### config.mk
export PLATFORM = sky130hd
export DESIGN_NAME = alu_sequencer
export DESIGN_NICKNAME = d
export VERILOG_FILES = /design/src/rtl/alu_pkg.sv /design/src/rtl/acc_reg.sv /design/src/rtl/alu_sequencer.sv
export SDC_FILE = /design/constraint.sdc
export NUM_CORES = 1
export LEC_CHECK = 0
export ABC_AREA = 0
export BUFFER_PORTS_ARGS = -buffer_cell sky130_fd_sc_hd__buf_2
export CORE_MARGIN = 4
export CORE_UTILIZATION = 45
export CTS_CLUSTER_SIZE = 30
export DETAILED_ROUTE_END_ITERATION = 7
export PLACE_DENSITY = 0.82
export RECOVER_POWER = 25
export SLEW_MARGIN = 20
export SYNTH_ARGS = -nofsm -noshare
export SYNTH_HDL_FRONTEND = slang
export SYNTH_SLANG_ARGS = --single-unit
### constraint.sdc
create_clock -name Clock -period 1.8 [get_ports Clock]
set_input_delay 0.09 -clock Clock [delete_from_list [all_inputs] [get_ports Clock]]
set_output_delay 0.09 -clock Clock [all_outputs]
set_load 0.005 [all_outputs]
### src/rtl/alu_pkg.sv
// rtl/alu_pkg.sv - shared op codes, sequencer states and default widths for the ALU sequencer
package alu_pkg;

    localparam int ALU_N_DEFAULT  = 4;
    localparam int ALU_CW_DEFAULT = 4;

    typedef enum logic [1:0] {
        OP_ADD = 2'b00,
        OP_OR  = 2'b01,
        OP_AND = 2'b10,
        OP_CAT = 2'b11
    } alu_op_t;

    typedef enum logic [1:0] {
        IDLE = 2'b00,
        RUN  = 2'b01,
        DONE = 2'b10
    } seq_state_t;

endpackage

### src/rtl/acc_reg.sv
// rtl/acc_reg.sv - accumulator register with async active-low reset, sync clear and load enable
module acc_reg #(
    parameter int W = 8
) (
    input  logic         clk,
    input  logic         rst_n,
    input  logic         clr,
    input  logic         load,
    input  logic [W-1:0] d,
    output logic [W-1:0] q
);

    always_ff @(posedge clk or negedge rst_n) begin
        if (!rst_n) begin
            q <= '0;
        end else if (clr) begin
            q <= '0;
        end else if (load) begin
            q <= d;
        end
    end

endmodule

### src/rtl/alu_sequencer.sv
// rtl/alu_sequencer.sv - drives the external combinational ALU for a latched number of iterations
module alu_sequencer
    import alu_pkg::*;
#(
    parameter int N  = ALU_N_DEFAULT,
    parameter int CW = ALU_CW_DEFAULT
) (
    input  logic            Clock,
    input  logic            Reset_b,
    input  logic            start,
    input  logic            clear,
    input  logic [N-1:0]    A,
    input  logic [1:0]      Function,
    input  logic [CW-1:0]   count,
    output logic [N-1:0]    alu_a,
    output logic [N-1:0]    alu_b,
    output logic [1:0]      alu_func,
    input  logic [2*N-1:0]  alu_result,
    output logic            busy,
    output logic            done,
    output logic [2*N-1:0]  ALUOut,
    output logic [N-1:0]    result_hi,
    output logic [N-1:0]    result_lo
);

    seq_state_t     state;
    seq_state_t     state_next;
    logic [N-1:0]   op_a;
    alu_op_t        op_f;
    logic [CW-1:0]  remaining;
    logic           accept;
    logic           acc_clr;
    logic           acc_load;

    assign accept = (state == IDLE) && start;

    always_ff @(posedge Clock or negedge Reset_b) begin
        if (!Reset_b) begin
            state <= IDLE;
        end else begin
            state <= state_next;
        end
    end

    always_comb begin
        state_next = state;
        case (state)
            IDLE: begin
                if (start) begin
                    state_next = (count == '0) ? DONE : RUN;
                end
            end
            RUN: begin
                if (remaining == CW'(1)) begin
                    state_next = DONE;
                end
            end
            DONE:    state_next = IDLE;
            default: state_next = IDLE;
        endcase
    end

    // start takes priority over clear, so a simultaneous clear is dropped
    always_comb begin
        busy     = 1'b0;
        done     = 1'b0;
        acc_clr  = 1'b0;
        acc_load = 1'b0;
        case (state)
            IDLE: acc_clr = clear && !start;
            RUN: begin
                busy     = 1'b1;
                acc_load = 1'b1;
            end
            DONE: begin
                busy = 1'b1;
                done = 1'b1;
            end
            default: ;
        endcase
    end

    always_ff @(posedge Clock or negedge Reset_b) begin
        if (!Reset_b) begin
            op_a      <= '0;
            op_f      <= OP_ADD;
            remaining <= '0;
        end else if (accept) begin
            op_a      <= A;
            op_f      <= alu_op_t'(Function);
            remaining <= count;
        end else if (state == RUN) begin
            remaining <= remaining - CW'(1);
        end
    end

    acc_reg #(
        .W (2 * N)
    ) u_acc (
        .clk   (Clock),
        .rst_n (Reset_b),
        .clr   (acc_clr),
        .load  (acc_load),
        .d     (alu_result),
        .q     (ALUOut)
    );

    // only the low half of the accumulator is fed back as operand B
    assign alu_a     = op_a;
    assign alu_b     = ALUOut[N-1:0];
    assign alu_func  = op_f;
    assign result_hi = ALUOut[2*N-1:N];
    assign result_lo = ALUOut[N-1:0];

endmodule
==> metrics.md <==
| Metric | Value |
|---|---|
| Max VDD drop | between 0.0009 and 0.001 V |
| Slowest stage cell, crit path | dfrtp_1 |
| Relative slew slack | 32.1% |
| Area growth syn-to-layout | 25.2% |
| Design area | between 0.001 and 0.0015 sq mm |
| GRT Residual Overflow | 0 |
| Max-cap violations | 0 |
| Setup TNS | 0 ns |
| Hold_sp | Function[0] |
| Post-route DRC | 0 |
| Max-slew violation count | 0 |
| RSZ-0062 raised after global routing | false |
| Initial antenna violation count | 0 |
| Layout cells sized above 1 | a little under half |
| Row count | 17 |
| Area of the multi-input gates | between 400 and 500 sq um |
| Netlist cell types | 22 |
| DIE WIDTH | 55.8 microns |
| Critical path's top delay family | flip-flops |
| Final WL | 2.03 mm |
| Post-synthesis cell count | slightly above 90 |
| Routed Antenna Nets | 0 |
| TritonCTS clock tree | yes |
| DRT iter0 DRCs | 24 |
| Min cycle time layout | approximately 1.6 ns |
| Synthesized cell area | about 0.0010 sq mm |
| Post-synth EDFFs | 0 |
| CTS buffer count | 3 |
| Initial Utilization | between 40% and 50% |
| CTS root buf | clkbuf_4 |
| Leak pwr | 0.670 nW |
| Critical path type | reg2reg |
| Synth Flop Type | dfrtp_1 |
| Worst Hold Depth | 2 |
| Share of flip-flops with an asynchronous set or reset | between 90% and 100% |
| CTS Buffer Depth | 2 |
| RR Endpoint | alu_a[3]$_DFFE_PN0P_ |
| Syn nets | 120 |
| Post-DP Area | 0.00121 sq mm |
| Crit-path max cell delay | approximately 0.42 ns |
| Bufs and invs on worst path | 1 |
| Ports | 50 |
| Worst-path clk slew | 0.11 ns |
| All-Layer GR Usage | around an eighth |
| Clk_skew | ~0.00040 ns |
| Area of the core | about 0.0022 sq mm |
| Cell breakdown of the critical path | inv_1 > ha_1 > and2_1 > mux2_2 |
| Fin crit share | 86.5% |
| Cells on worst reg2reg path | 4 |
| Die height | about 56 microns |
| Via count of the first global-routing pass | roughly 750 |
| Via Count | a little under 800 |
| Pwr dens | 1640 mW/mm^2 |
| Worst hold-check path type | in2reg |
| First-pass GRT wire length | 3.31 mm |
| DR WL/cell | 12.4 microns |
| CTS H-tree depth | 1 |
| Register area share after synthesis | between 40% and 50% |
| Reg-to-Reg Start | state[0]$_DFFE_PN0P_ |
| Fmax | 643 MHz |
| Yosys reg bits | 20 |
| Die ar. | slightly above 0.003 sq mm |
| Port buffer count | 49 |
| Final setup violation count | 0 |
| CP Capture Type | flip-flop |
| Placer Congestion | 0.710 |
| WP data required | about 2.0 ns |
| Total Nets Final | roughly 160 |
| Outcome | finished clean |
| Hold Crit Endpoint | alu_func[0]$_DFFE_PN0P_ |
| FF-to-FF setup slack | between 0.2 and 0.25 ns |
| Via density | 4.85 |
| DR pass1 iterations | 5 |
| Fillers | 185 |
| HPWL Detailed | between 1.5 and 2 mm |
| Hold Fails Final Rpt | 0 |
| Register area | ~500 sq um |
| Syn avg cell area | about 11 sq um |
| Crit start category | flip-flop |
| Clk sinks | 20 |
| Clk_lat worst skew | about 0.30 ns |
| Cts repair resizes | 0 |
| Antenna diodes | 0 |
| Critical path fanouts, max | 9 |
| YS warnings | 0 |
| Measured slew at the worst slew-check pin | roughly 1 ns |
| Post-CTS setup buffers | 0 |
| Largest net degree at the start of global routing | 21 |
| Arr. time, crit path | ~1.8 ns |
==> flip-flops by register name (all words and copies together) (netlist names) <==
register / count
u_acc.q: 8
state: 2
remaining: 4
alu_func: 2
alu_a: 4
==> routing by layer <==
metal  routed length [microns]  vias up  global-route usage, %
li1                          -      381                      -
met1                       833      366                   15.6
met2                       985       39                   22.1
met3                       175        5                   3.48
met4                        31        0                   5.90
met5                         0        -                      0
==> layout by cell type, fill, tap and decap left out <==
master,netlist,routed
buf_2,2,48
dfrtp_1,20,20
nor2_1,12,12
mux2i_1,8,8
inv_1,6,6
mux2_2,6,6
nand2_1,5,5
ha_1,5,5
a21oi_1,3,3
clkbuf_4,0,3
o21ai_0,2,2
xnor2_1,2,2
dlygate4sd3_1,0,2
nor3b_2,1,1
nor3b_1,1,1
o22ai_1,1,1
or4_4,1,1
and2_1,1,1
o2bb2ai_1,1,1
xor2_1,1,1
nor2b_1,1,1
a222oi_1,1,1
nor4b_1,1,1
bufinv_16,0,1
clkbuf_1,0,1
buf_4,12,1
==> cell usage after synthesis, types with 2 or more instances <==
| library cell | number | area, sq um |
|---|---|---|
| inv_1 | 6 | 22.5 |
| a21oi_1 | 3 | 15.0 |
| buf_2 | 2 | 10.0 |
| buf_4 | 12 | 90.1 |
| dfrtp_1 | 20 | 500 |
| nor2_1 | 12 | 45.0 |
| ha_1 | 5 | 62.6 |
| mux2_2 | 6 | 67.6 |
| nand2_1 | 5 | 18.8 |
| o21ai_0 | 2 | 10.0 |
| xnor2_1 | 2 | 17.5 |
| mux2i_1 | 8 | 80.1 |
==> where the power goes <==
part           internal [mW]  total, mW  switching [mW]
clock network          0.225      0.364           0.138
registers              0.660      0.803           0.144
logic                  0.492      0.947           0.454
==> worst max path at each step <==
stage,startpoint,to,cells after the start
final,state[0]$_DFFE_PN0P_,alu_a[3]$_DFFE_PN0P_,4
after global routing,state[1]$_DFFE_PN0P_,alu_a[3]$_DFFE_PN0P_,4
after CTS,state[0]$_DFFE_PN0P_,alu_a[3]$_DFFE_PN0P_,4
after detailed placement,state[0]$_DFFE_PN0P_,alu_a[1]$_DFFE_PN0P_,4
after global placement,state[0]$_DFFE_PN0P_,alu_a[0]$_DFFE_PN0P_,4
after floorplan,state[0]$_DFFE_PN0P_,alu_a[0]$_DFFE_PN0P_,5
==> layout make-up <==
type,count,area share (%)
Clock inverter,1,2.34
Sequential cell,20,38.9
Clock buffer,3,1.75
Inverter,6,1.75
Multi-Input combinational cell,53,31.4
Tap cell,28,2.73
Timing Repair Buffer,52,21.1
==> metrics by stage <==
stage          utilization (%)  power, mW  setup WS [ns]  instances  hold slack [ns]
4_1_cts                   58.3       2.13          0.247        162          0.00877
2_1_floorplan                -       1.50          0.444         93           -0.206
3_3_place_gp              55.4       1.71          0.356        157           0.0515
3_5_place_dp              55.4       1.77          0.263        157           0.0502
5_1_grt                   58.7       2.28          0.173        163          0.00186
6_report                  58.7       2.11          0.244        163           0.0114
==> what timing repair did <==
action,in CTS,in global routing
endpoints found under the hold margin,20,1
hold buffers,1,1
setup endpoints to repair,0,0
==> cells by family (layout without fill, tap and decap cells) <==
logic type      after synthesis  count (layout)  synth area share, %
simple gates                 23              23                 11.3
flops                        20              20                 48.8
buf+inv                      20              62                 12.0
mux                          14              14                 14.4
compound gates                8               8                 4.88
fa+ha+maj                     5               5                 6.10
xor+xnor                      3               3                 2.56
Power figures use the tool's default switching activity.
